### config.mk
export PLATFORM = sky130hd
export DESIGN_NAME = im2col_stream_flat
export DESIGN_NICKNAME = d
export VERILOG_FILES = /design/src/rtl/im2col_stream_if.sv /design/src/rtl/im2col_stream.sv /design/src/flat_wrapper.sv
export SDC_FILE = /design/constraint.sdc
export NUM_CORES = 1
export LEC_CHECK = 0
export ABC_CLOCK_PERIOD_IN_PS = 3900
export BUFFER_PORTS_ARGS = -buffer_cell sky130_fd_sc_hd__buf_2
export CAP_MARGIN = 25
export CORE_AREA = 2 2 109 137
export CTS_BUF_LIST = sky130_fd_sc_hd__clkbuf_4 sky130_fd_sc_hd__clkbuf_8
export DETAILED_ROUTE_END_ITERATION = 7
export DIE_AREA = 0 0 111 139
export PLACE_DENSITY = 0.78
export SLEW_MARGIN = 20
export SYNTH_ARGS = -nofsm -noshare
export SYNTH_HDL_FRONTEND = slang
export SYNTH_SLANG_ARGS = --single-unit
export TNS_END_PERCENT = 1
### constraint.sdc
create_clock -name clk -period 3.9 [get_ports clk]
set_input_delay 0.195 -clock clk [delete_from_list [all_inputs] [get_ports clk]]
set_output_delay 0.195 -clock clk [all_outputs]
set_load 0.05 [all_outputs]
### src/rtl/im2col_stream_if.sv
// Handshake bundle for im2col_stream: a pixel stream in and an im2col column stream out.
// The slave side is the im2col block and the master side is the surrounding pipeline.
interface im2col_stream_if #(
    parameter int IN_W  = 8,
    parameter int OUT_W = 32,
    parameter int IDX_W = 4
);
    logic             in_valid;
    logic             in_ready;
    logic [IN_W-1:0]  in_data;
    logic             out_valid;
    logic             out_ready;
    logic [OUT_W-1:0] out_data;
    logic             out_last;
    logic [IDX_W-1:0] out_col_idx;

    modport slave (
        input  in_valid, in_data, out_ready,
        output in_ready, out_valid, out_data, out_last, out_col_idx
    );

    modport master (
        output in_valid, in_data, out_ready,
        input  in_ready, out_valid, out_data, out_last, out_col_idx
    );
endinterface

### src/rtl/im2col_stream.sv
// Buffers one raster-scanned image frame, then streams its im2col matrix one kernel
// window per beat, with stride, zero padding and multi-channel pixels.
module im2col_stream #(
    parameter int IMAGE_WIDTH  = 4,
    parameter int IMAGE_HEIGHT = 4,
    parameter int CHANNELS     = 1,
    parameter int KERNEL_SIZE  = 2,
    parameter int STRIDE       = 1,
    parameter int PADDING      = 0,
    parameter int DATA_WIDTH   = 8
) (
    input  logic            clk,
    input  logic            rst_n,
    im2col_stream_if.slave  bus
);
    localparam int HP    = (IMAGE_WIDTH  - KERNEL_SIZE + 2 * PADDING) / STRIDE + 1;
    localparam int VP    = (IMAGE_HEIGHT - KERNEL_SIZE + 2 * PADDING) / STRIDE + 1;
    localparam int NCOL  = HP * VP;
    localparam int NPIX  = IMAGE_WIDTH * IMAGE_HEIGHT;
    localparam int CW    = (NCOL > 1) ? $clog2(NCOL) : 1;
    localparam int HW    = (HP > 1) ? $clog2(HP) : 1;
    localparam int VW    = (VP > 1) ? $clog2(VP) : 1;
    localparam int PW    = (NPIX > 1) ? $clog2(NPIX) : 1;
    localparam int PIX_W = CHANNELS * DATA_WIDTH;

    typedef enum logic {LOAD, EMIT} state_t;

    state_t          state_reg;
    logic [PW-1:0]   pix_cnt_reg;
    logic [HW-1:0]   hpos_reg;
    logic [VW-1:0]   vpos_reg;
    logic [CW-1:0]   col_idx_reg;
    logic            in_ready_reg;
    logic            out_valid_reg;
    logic            out_last_reg;

    logic [PIX_W-1:0] frame_buf [NPIX];

    logic in_fire;
    logic out_fire;
    logic last_pix;

    assign in_fire  = in_ready_reg && bus.in_valid;
    assign out_fire = out_valid_reg && bus.out_ready;
    assign last_pix = (pix_cnt_reg == PW'(NPIX - 1));

    // Buffer contents are don't-care after reset, so no reset term here.
    always_ff @(posedge clk) begin
        if (in_fire) begin
            frame_buf[pix_cnt_reg] <= bus.in_data;
        end
    end

    always_ff @(posedge clk or negedge rst_n) begin
        if (!rst_n) begin
            state_reg     <= LOAD;
            pix_cnt_reg   <= '0;
            hpos_reg      <= '0;
            vpos_reg      <= '0;
            col_idx_reg   <= '0;
            in_ready_reg  <= 1'b1;
            out_valid_reg <= 1'b0;
            out_last_reg  <= 1'b0;
        end else begin
            case (state_reg)
                LOAD: begin
                    if (in_fire) begin
                        if (last_pix) begin
                            pix_cnt_reg   <= '0;
                            state_reg     <= EMIT;
                            in_ready_reg  <= 1'b0;
                            out_valid_reg <= 1'b1;
                            out_last_reg  <= (NCOL == 1);
                        end else begin
                            pix_cnt_reg <= pix_cnt_reg + 1'b1;
                        end
                    end
                end
                EMIT: begin
                    if (out_fire) begin
                        if (out_last_reg) begin
                            state_reg     <= LOAD;
                            in_ready_reg  <= 1'b1;
                            out_valid_reg <= 1'b0;
                            out_last_reg  <= 1'b0;
                            hpos_reg      <= '0;
                            vpos_reg      <= '0;
                            col_idx_reg   <= '0;
                        end else begin
                            col_idx_reg  <= col_idx_reg + 1'b1;
                            out_last_reg <= (col_idx_reg == CW'(NCOL - 2));
                            // Window walks along a row first, then steps down.
                            if (hpos_reg == HW'(HP - 1)) begin
                                hpos_reg <= '0;
                                vpos_reg <= vpos_reg + 1'b1;
                            end else begin
                                hpos_reg <= hpos_reg + 1'b1;
                            end
                        end
                    end
                end
                default: state_reg <= LOAD;
            endcase
        end
    end

    assign bus.in_ready    = in_ready_reg;
    assign bus.out_valid   = out_valid_reg;
    assign bus.out_last    = out_last_reg;
    assign bus.out_col_idx = col_idx_reg;

    // One pixel fetch per kernel tap; taps falling in the padding border read as zero,
    // and the whole column is forced to zero while no column is valid.
    for (genvar gi = 0; gi < KERNEL_SIZE; gi++) begin : g_krow
        for (genvar gj = 0; gj < KERNEL_SIZE; gj++) begin : g_kcol
            int               row_i;
            int               col_i;
            logic             in_img;
            logic [PW-1:0]    addr;
            logic [PIX_W-1:0] pix;

            always_comb begin
                row_i  = int'(vpos_reg) * STRIDE + gi - PADDING;
                col_i  = int'(hpos_reg) * STRIDE + gj - PADDING;
                in_img = out_valid_reg
                         && (row_i >= 0) && (row_i < IMAGE_HEIGHT)
                         && (col_i >= 0) && (col_i < IMAGE_WIDTH);
                addr   = PW'(row_i * IMAGE_WIDTH + col_i);
                pix    = '0;
                if (in_img) begin
                    pix = frame_buf[addr];
                end
            end

            for (genvar gc = 0; gc < CHANNELS; gc++) begin : g_ch
                assign bus.out_data[((gc * KERNEL_SIZE + gi) * KERNEL_SIZE + gj) * DATA_WIDTH +: DATA_WIDTH]
                    = pix[gc * DATA_WIDTH +: DATA_WIDTH];
            end
        end
    end
endmodule

### src/flat_wrapper.sv
// flat-port wrapper written by rule: the top's interface ports become plain ports
module im2col_stream_flat 
#(
    parameter int IMAGE_WIDTH  = 4,
    parameter int IMAGE_HEIGHT = 4,
    parameter int CHANNELS     = 1,
    parameter int KERNEL_SIZE  = 2,
    parameter int STRIDE       = 1,
    parameter int PADDING      = 0,
    parameter int DATA_WIDTH   = 8
)
  (clk, rst_n, bus_in_valid, bus_in_data, bus_out_ready, bus_in_ready, bus_out_valid, bus_out_data, bus_out_last, bus_out_col_idx);
  im2col_stream_if #(.IN_W(8), .OUT_W(32), .IDX_W(4)) bus_i ();
  input  logic clk;
  input  logic rst_n;
  input wire logic [$bits(bus_i.in_valid)-1:0] bus_in_valid;
  input wire logic [$bits(bus_i.in_data)-1:0] bus_in_data;
  input wire logic [$bits(bus_i.out_ready)-1:0] bus_out_ready;
  output wire logic [$bits(bus_i.in_ready)-1:0] bus_in_ready;
  output wire logic [$bits(bus_i.out_valid)-1:0] bus_out_valid;
  output wire logic [$bits(bus_i.out_data)-1:0] bus_out_data;
  output wire logic [$bits(bus_i.out_last)-1:0] bus_out_last;
  output wire logic [$bits(bus_i.out_col_idx)-1:0] bus_out_col_idx;
  assign bus_i.in_valid = bus_in_valid;
  assign bus_i.in_data = bus_in_data;
  assign bus_i.out_ready = bus_out_ready;
  assign bus_in_ready = bus_i.in_ready;
  assign bus_out_valid = bus_i.out_valid;
  assign bus_out_data = bus_i.out_data;
  assign bus_out_last = bus_i.out_last;
  assign bus_out_col_idx = bus_i.out_col_idx;
  im2col_stream #(.IMAGE_WIDTH(IMAGE_WIDTH), .IMAGE_HEIGHT(IMAGE_HEIGHT), .CHANNELS(CHANNELS), .KERNEL_SIZE(KERNEL_SIZE), .STRIDE(STRIDE), .PADDING(PADDING), .DATA_WIDTH(DATA_WIDTH)) u_core (.clk(clk), .rst_n(rst_n), .bus(bus_i));
endmodule
==> results.yml, run 1 <==
sta:
  max_freq_mhz: 265
  rsz0062_at_grt: "false"
  finalHoldViolCount: 0
  maxSlewViolCount: 0
  fin_crit_sh: 0.968
  fin_worst_skew_ps: 13.6
  finalSetupViolCount: 0
  fin_tns_setup_ps: 0
  worst_slew_pin_slew_ps: 1050
  layout_min_cycle_time_ps: 3780
  slew-limit-headroom: 0.297
layout:
  diodes: 0
  fillCellCount: 987
  utilization: 0.643
  nets: 656
  largest_reg_flops: 128
  syn2layout_area_growth_pct: 9.25
  final_cells: 824
  drive_gt1_frac: 0.293
  layout_common_cells: "edfxtp_1 (128), mux2i_1 (65), mux4_2 (64), a22oi_1 (64), buf_2 (50)"
  layout_commonest_cell: "edfxtp_1"
power_and_ir_drop:
  p_int_w: 0.00338
  p_per_area_nw_per_um2: 640
  switching_power_w: 0.00244
  max-vdd-ir-drop_mv: 0.416
  p_sw_frac: 0.419
  clkPwrFrac: 0.191
  p_comb_frac: 0.450
  p_leak_nw: 3.23
  power_frac_seq: 0.359
logic_synthesis:
  synth-edff-count: 128
  synth_area_um2: 8330
  ys.flop_type: "edfxtp_1"
  synthDominantCellAreaShare: 0.461
  async_flop_share: 0.111
  syn_nets: 606
  yosysTopAreaCell: "edfxtp_1"
  yosysWarnings: 0
  synth_area_per_cell_um2: 14.3
  yosysUniqueCellTypes: 50
  synth_area_leaders: "edfxtp_1 (46%), mux4_2 (17%), mux2i_1 (7.8%), a22oi_1 (5.8%), dfrtp_1 (4.5%)"
  ys_ff_latch: 144
  synthCells: 583
  ys_seq_area_frac: 0.510
routing:
  viasPerCell: 7.36
  wirelength_mm: 23.8
  drc: 0
  wl_per_cell_um: 28.9
  drt_iter0_drc: 824
  final_antenna_net_count: 0
  dr.pass1.iters: 6
  dr_total_vias: 6066
place:
  dpl.hpwl_mm: 15.2
  gp_congestion: 0.973
  numPortBuffers: 50
  dp_cells: 789
clock_tree:
  clk_pin_slew_worst_paths_ps: 80
  cts_tree: "built"
  cts_sinks: 144
  clockBufferDepth: 2
  cts-root-buf: "clkbuf_8"
  htreeDepth: 4
  numCtsBuffers: 17
  postCtsSetupRepairBufs: 0
  clkLatencyLatePin_ps: 450
run_status:
  status: "finished clean"
flow_run:
  drv_cap: 0
worst_setup_path:
  critPathSlowestCell: "dfrtp_4"
  critPathTopFamily: "simple AND/OR/NAND/NOR gates"
  path_class: "register to primary output"
  crit_path_end_kind: "primary output"
  crit_path_max_fanout: 40
  required_ps: 3700
  crit_chain: "inv_1, ha_1, nor2_1, a22oi_1, nand3_1, nand2_1, buf_2"
  arrival_ps: 3580
  cp-start-kind: "register"
  path_buf_inv: 2
  slowest_delay_ps: 840
global_routing:
  grt-ovfl-total: 0
  grt_pass1_vias: 6147
  grt_max_degree: 59
  grt_util_all_layers: 0.316
  antenna_found_initial: 0
  grt_pass1_wl_mm: 36.1
floorplanning:
  start_util: 0.588
  io_pins: 51
  die-area_um2: 15400
  num_rows: 49
  core_area_um2: 14200
  die_w_um: 111
  die_h_um: 139
min_path:
  holdCritPathClass: "primary input to register"
==> timing repair <==
item / in CTS / in global routing
hold endpoints to repair: 17 / 0
gates resized for setup: 0 / 1
setup endpoints to repair: 0 / 6
hold buffers: 2 / 0
==> synthesized netlist by cell type, drive strengths merged (4+ instances only) <==
cell type  instances
edfxtp           128
mux2i             65
a22oi             64
mux4              64
nand2             50
buf               43
nor2              25
o21ai             25
nand3             16
dfrtp             15
ha                11
a21oi             10
a221oi             8
o211ai             8
nor3               7
inv                6
clkbuf             4
nor2b              4
==> stage by stage <==
step / hold slack [ps] / total power (W) / instance area, µm² / setup WS, ps
floorplan: -101 / 0.00408 / 8330 / 1080
global placement: 126 / 0.00461 / 8690 / 636
detailed placement: 126 / 0.00468 / 8700 / 577
CTS: 99.5 / 0.00577 / 9090 / 90.1
global route: 114 / 0.00604 / 9100 / 90.8
finish: 109 / 0.00582 / 9100 / 124
==> kinds of logic after synthesis <==
family	count (synthesis)	synth area share
XOR/XNOR	3	0.00315
AND/OR/NAND/NOR	119	0.0746
flip-flops	144	0.510
buffers and inverters	53	0.0416
AO/OA/AOI/OAI	123	0.102
adder cells (fa/ha/maj)	11	0.0165
multiplexers	130	0.252
==> layout make-up <==
| cell class | count | area [µm²] | area share |
|---|---|---|---|
| Clock buffer | 17 | 234 | 0.0257 |
| Clock inverter | 15 | 136 | 0.0150 |
| Inverter | 6 | 22.5 | 0.00247 |
| Multi-Input combinational cell | 386 | 3750 | 0.412 |
| Sequential cell | 144 | 4250 | 0.467 |
| Tap cell | 178 | 223 | 0.0245 |
| Timing Repair Buffer | 78 | 482 | 0.0529 |
==> path summary, 6_finish.rpt <==
kind | depth (start not counted) | from | slack [ps] | endpoint
min in group asynchronous | 2 | rst_n | 180 | u_core.pix_cnt_reg[1]
worst min register to register | 2 | u_core.bus.in_ready | 530 | u_core.bus.in_ready
worst min-delay path | 1 | bus_in_data[6] | 110 | u_core.frame_buf[6][6]
worst max register to register | 3 | u_core.bus.in_ready | 1770 | u_core.frame_buf[15][2]
worst max-delay path | 7 | u_core.hpos_reg[0] | 120 | bus_out_data[9]
max in group asynchronous | 2 | rst_n | 3420 | u_core.bus.in_ready
==> routing by layer <==
metal	GRT usage	up-vias	part of all wire	wire length (µm)
met4	0.164	0	0.050	1200
met2	0.508	484	0.49	11600
met5	0	-	0	0
met1	0.385	2996	0.33	7920
li1	-	2477	-	-
met3	0.101	109	0.13	3090
==> power groups by stage <==
stage	clock network (W)	logic, W	registers [W]
5_1_grt	0.00118	0.00275	0.00211
6_report	0.00111	0.00262	0.00209
3_5_place_dp	0	0.00257	0.00211
2_1_floorplan	0	0.00206	0.00202
3_3_place_gp	0	0.00251	0.00210
4_1_cts	0.00111	0.00257	0.00208
==> worst register-to-register path, delay by kind of cell, from the launching register on <==
family | cells | cell delay, ps
buf+inv | 1 | 330
simple gates | 2 | 900
flops | 1 | 600
(Power assumes the default switching activity.)
==> run 2, diff against run 1 <==
--- a/config.mk
+++ b/config.mk
@@ -12,6 +12,7 @@
 export CTS_BUF_LIST = sky130_fd_sc_hd__clkbuf_4 sky130_fd_sc_hd__clkbuf_8
 export DETAILED_ROUTE_END_ITERATION = 7
 export DIE_AREA = 0 0 111 139
+export HOLD_SLACK_MARGIN = 0.12
 export PLACE_DENSITY = 0.78
 export SLEW_MARGIN = 20
 export SYNTH_ARGS = -nofsm -noshare
==> run 2 against run 1 <==
  * Sequential power hardly changed
  * Via count is 0.13% higher
  * Core utilization is 0.49 points higher
  * Critical path type unchanged
  * Cell count is 0.85% higher
==> results.yml, run 2 (synthesis results as in run 1) <==
run_status:
  status: "finished clean"
clock_tree:
  postCtsSetupRepairBufs: 0
  cts-root-buf: "clkbuf_8"
  clk_pin_slew_worst_paths_ps: 90
  cts_tree: "built"
  clockBufferDepth: 2
  cts_sinks: 144
  htreeDepth: 4
  numCtsBuffers: 17
  clkLatencyLatePin_ps: 450
power_and_ir_drop:
  max-vdd-ir-drop_mv: 0.415
  p_per_area_nw_per_um2: 636
  clkPwrFrac: 0.191
  p_sw_frac: 0.420
  switching_power_w: 0.00245
  p_total_w: 0.00583
  p_leak_nw: 3.26
  p_comb_frac: 0.451
  power_frac_seq: 0.358
  p_int_w: 0.00338
sta:
  layout_min_cycle_time_ps: 3740
  finalWorstSetupSlack_ps: 161
  max_freq_mhz: 267
  fin_worst_skew_ps: 12.4
  worst_slew_pin_slew_ps: 1050
  slew-limit-headroom: 0.297
  rsz0062_at_grt: "false"
  maxSlewViolCount: 0
  finalSetupViolCount: 0
  finalHoldViolCount: 0
  fin_tns_setup_ps: 0
  fin_crit_sh: 0.959
layout:
  diodes: 0
  nets: 663
  layout_common_cells: "edfxtp_1 (128), mux2i_1 (65), mux4_2 (64), a22oi_1 (64), buf_2 (50)"
  final_cells: 831
  largest_reg_flops: 128
  utilization: 0.648
  fillCellCount: 985
  syn2layout_area_growth_pct: 10.1
  layout_commonest_cell: "edfxtp_1"
  drive_gt1_frac: 0.289
place:
  dpl.hpwl_mm: 15.2
  dp_cells: 789
  gp_congestion: 0.973
  dpl_worst_slack_ps: 577
  numPortBuffers: 50
floorplanning:
  die_h_um: 139
  die-area_um2: 15400
  num_rows: 49
  die_w_um: 111
  core_area_um2: 14200
  io_pins: 51
  start_util: 0.588
worst_setup_path:
  path_class: "register to primary output"
  required_ps: 3700
  cp-start-kind: "register"
  r2r_setup_slack_ps: 1750
  crit_path_end_kind: "primary output"
  arrival_ps: 3540
  crit_path_max_fanout: 40
routing:
  drc: 0
  final_antenna_net_count: 0
  dr.pass1.iters: 6
  wirelength_mm: 23.9
  viasPerCell: 7.31
  wl_per_cell_um: 28.7
  drt_iter0_drc: 831
  dr_total_vias: 6074
global_routing:
  antenna_found_initial: 0
  grt-ovfl-total: 0
  grt_max_degree: 59
  grt_pass1_vias: 6160
  grt_pass1_wl_mm: 36.2
  grt_util_all_layers: 0.317
min_path:
  holdCritPathClass: "primary input to register"
flow_run:
  drv_cap: 0
[run 2: per-stage QoR]
stage / instance area, µm² / hold slack, ps
finish: 9170 / 132
floorplan: 8330 / -101
CTS: 9160 / 121
detailed placement: 8700 / 126
global placement: 8690 / 126
global route: 9170 / 128
[run 2: timing repair]
action | 4_1_cts | 5_1_grt
hold buffers | 9 | 0
hold endpoints to repair | 111 | 0
resized for setup | 0 | 1
setup endpoints to repair | 0 | 6
[run 2: cell type report]
type | instances | area [µm²] | area share
Inverter | 6 | 22.5 | 0.00246
Clock inverter | 15 | 136 | 0.0149
Clock buffer | 17 | 234 | 0.0255
Sequential cell | 144 | 4250 | 0.464
Timing Repair Buffer | 85 | 552 | 0.0602
Tap cell | 178 | 223 | 0.0243
Multi-Input combinational cell | 386 | 3750 | 0.409
[run 2: worst max-delay path, stage by stage, from the launching register on]
cell and delay (ps):
dfrtp_4 830, inv_1 180, ha_1 580, nor2_1 820, a22oi_1 210, nand3_1 140, nand2_1 100, buf_2 230
[run 2: path summary, 6_finish.rpt]
| path | startpoint | endpoint | depth (start not counted) |
|---|---|---|---|
| max in group asynchronous | rst_n | u_core.bus.in_ready | 2 |
| setup / recovery | u_core.hpos_reg[0] | bus_out_data[9] | 7 |
| hold reg to reg | u_core.bus.in_ready | u_core.bus.in_ready | 2 |
| setup reg to reg | u_core.bus.in_ready | u_core.frame_buf[15][2] | 3 |
| min in group asynchronous | rst_n | u_core.pix_cnt_reg[1] | 2 |
| hold / removal | bus_in_data[5] | u_core.frame_buf[12][5] | 1 |
[run 2: layer usage]
metal	global-route usage	part of all wire
met5	0	0
met4	0.164	0.048
met3	0.101	0.13
met2	0.509	0.49
met1	0.386	0.34
[run 2: power by group through the flow]
stage | Combinational [W] | Sequential [W] | Clock (W)
finish | 0.00263 | 0.00209 | 0.00111
CTS | 0.00258 | 0.00208 | 0.00111
floorplan | 0.00206 | 0.00202 | 0
global route | 0.00275 | 0.00211 | 0.00118
global placement | 0.00251 | 0.00210 | 0
detailed placement | 0.00257 | 0.00211 | 0
==> run 3, diff against run 2 <==
--- a/config.mk
+++ b/config.mk
@@ -13,7 +13,7 @@
 export DETAILED_ROUTE_END_ITERATION = 7
 export DIE_AREA = 0 0 111 139
 export HOLD_SLACK_MARGIN = 0.12
-export PLACE_DENSITY = 0.78
+export PLACE_DENSITY = 0.83
 export SLEW_MARGIN = 20
 export SYNTH_ARGS = -nofsm -noshare
 export SYNTH_HDL_FRONTEND = slang
==> run 3 against run 2 <==
  * Core utilization barely moved
  * Sequential power shrank 3%
  * Maximum frequency grew 8.4%
  * Die area is the same
  * Hold slack better by 7.1 ps
  * Cell count unchanged
  * Cell area is essentially flat
  * Routed wire length is 0.61% higher
==> results.yml, run 3 (synthesis results as in run 1) <==
place:
  numPortBuffers: 50
  place_area_um2: 8680
  gp_congestion: 0.974
  dpl.hpwl_mm: 15.6
min_path:
  min_path_cells: 1
  hold_path.startpoint: "bus_in_data[5]"
  holdCritPathClass: "primary input to register"
  worstHoldEndpoint: "u_core.frame_buf[6][5]"
floorplanning:
  die-area_um2: 15400
  die_w_um: 111
  start_util: 0.588
  die_h_um: 139
  num_rows: 49
  core_area_um2: 14200
  io_pins: 51
worst_setup_path:
  arrival_ps: 3250
  crit_chain: "inv_1, ha_1, nor2b_1, a22oi_1, nand3_1, nand2_1, buf_2"
  reg2reg_to: "u_core.frame_buf[9][5]"
  reg2reg_from: "u_core.pix_cnt_reg[1]"
  cp-start-kind: "register"
  slowest_delay_ps: 810
  critPathTopFamily: "simple AND/OR/NAND/NOR gates"
  r2r_setup_slack_ps: 1750
  crit_path_end_kind: "primary output"
  cp.depth: 7
  path_class: "register to primary output"
  crit_path_max_fanout: 13
  required_ps: 3700
  path_buf_inv: 2
  critPathSlowestCell: "nor2b_1"
  worstRegToRegCells: 4
power_and_ir_drop:
  clkPwrFrac: 0.197
  power_frac_seq: 0.345
  switching_power_w: 0.00240
  p_int_w: 0.00348
  p_sw_frac: 0.408
  p_per_area_nw_per_um2: 641
  p_leak_nw: 3.27
  max-vdd-ir-drop_mv: 0.364
  p_comb_frac: 0.458
clock_tree:
  clk_pin_slew_worst_paths_ps: 70
  postCtsSetupRepairBufs: 0
  numCtsBuffers: 17
  htreeDepth: 4
  clockBufferDepth: 2
  postCtsResizedCells: 0
  clkLatencyLatePin_ps: 450
  cts_sinks: 144
  cts_tree: "built"
  cts-root-buf: "clkbuf_8"
sta:
  fin_tns_setup_ps: 0
  max_freq_mhz: 290
  finalSetupViolCount: 0
  finalHoldViolCount: 0
  fin_worst_skew_ps: 5.93
  rsz0062_at_grt: "false"
  fin_crit_sh: 0.884
  maxSlewViolCount: 0
  layout_min_cycle_time_ps: 3450
  slew-limit-headroom: 0.206
  worst_slew_pin_slew_ps: 1190
global_routing:
  grt_pass1_wl_mm: 36.1
  grt_max_degree: 54
  antenna_found_initial: 0
  grt_pass1_vias: 6149
  grt_util_all_layers: 0.317
  grt-ovfl-total: 0
routing:
  wl_per_cell_um: 28.9
  final_antenna_net_count: 0
  viasPerCell: 7.45
  drc: 0
  dr.pass1.iters: 6
  dr_total_vias: 6194
  wirelength_mm: 24.0
  drt_iter0_drc: 967
layout:
  diodes: 0
  layout_common_cells: "edfxtp_1 (128), mux2i_1 (65), mux4_2 (64), a22oi_1 (64), buf_2 (50)"
  drive_gt1_frac: 0.282
  fin_area_um2: 9180
  layout_commonest_cell: "edfxtp_1"
  syn2layout_area_growth_pct: 10.2
  fillCellCount: 987
  largest_reg_flops: 128
  nets: 663
run_status:
  status: "finished clean"
flow_run:
  drv_cap: 0
[run 3: final cells by class]
class	instances	area (µm²)	share of cell area
Sequential cell	144	4250	0.464
Multi-Input combinational cell	386	3740	0.408
Timing Repair Buffer	85	543	0.0592
Clock buffer	18	241	0.0263
Tap cell	178	223	0.0243
Clock inverter	14	148	0.0161
Inverter	6	22.5	0.00245
[run 3: worst max path at each step]
stage | startpoint | endpoint
6_report | u_core.hpos_reg[0] | bus_out_data[11]
5_1_grt | u_core.hpos_reg[0] | bus_out_data[29]
4_1_cts | u_core.vpos_reg[1] | bus_out_data[31]
3_5_place_dp | u_core.hpos_reg[0] | bus_out_data[29]
3_3_place_gp | u_core.vpos_reg[1] | bus_out_data[25]
2_1_floorplan | u_core.hpos_reg[0] | bus_out_data[25]
[run 3: worst reg2reg max path: cells and delay by family, from the launching register on]
family	cells	cell delay [ps]
and+or+nand+nor	2	1070
DFF	1	420
adders and majority gates	1	150
buffers and inverters	1	120
[run 3: timing repair]
| action | 4_1_cts | 5_1_grt |
|---|---|---|
| hold buffers | 9 | 0 |
| endpoints found under the hold margin | 129 | 0 |
| endpoints found under the setup margin | 0 | 0 |
[run 3: routing by layer]
| layer | wire, µm | GRT usage | vias up |
|---|---|---|---|
| li1 | - | - | 2488 |
| met1 | 8030 | 0.389 | 3019 |
| met2 | 11300 | 0.504 | 544 |
| met3 | 2970 | 0.0857 | 143 |
| met4 | 1650 | 0.195 | 0 |
| met5 | 0 | 0 | - |
[run 3: power by group through the flow]
stage | clock network, W | logic (W) | registers (W)
floorplan | 0 | 0.00206 | 0.00202
global placement | 0 | 0.00255 | 0.00203
detailed placement | 0 | 0.00263 | 0.00205
CTS | 0.00116 | 0.00264 | 0.00202
global route | 0.00122 | 0.00282 | 0.00205
finish | 0.00116 | 0.00270 | 0.00203
[run 3: per-stage QoR]
stage	std cells	worst slack, ps	util	total power (W)	hold slack (ps)
detailed placement	788	1010	0.613	0.00468	134
CTS	829	524	0.647	0.00583	126
finish	831	451	0.648	0.00588	139
global placement	786	1090	0.611	0.00459	122
floorplan	583	1080	-	0.00408	-101
global route	831	319	0.648	0.00609	133
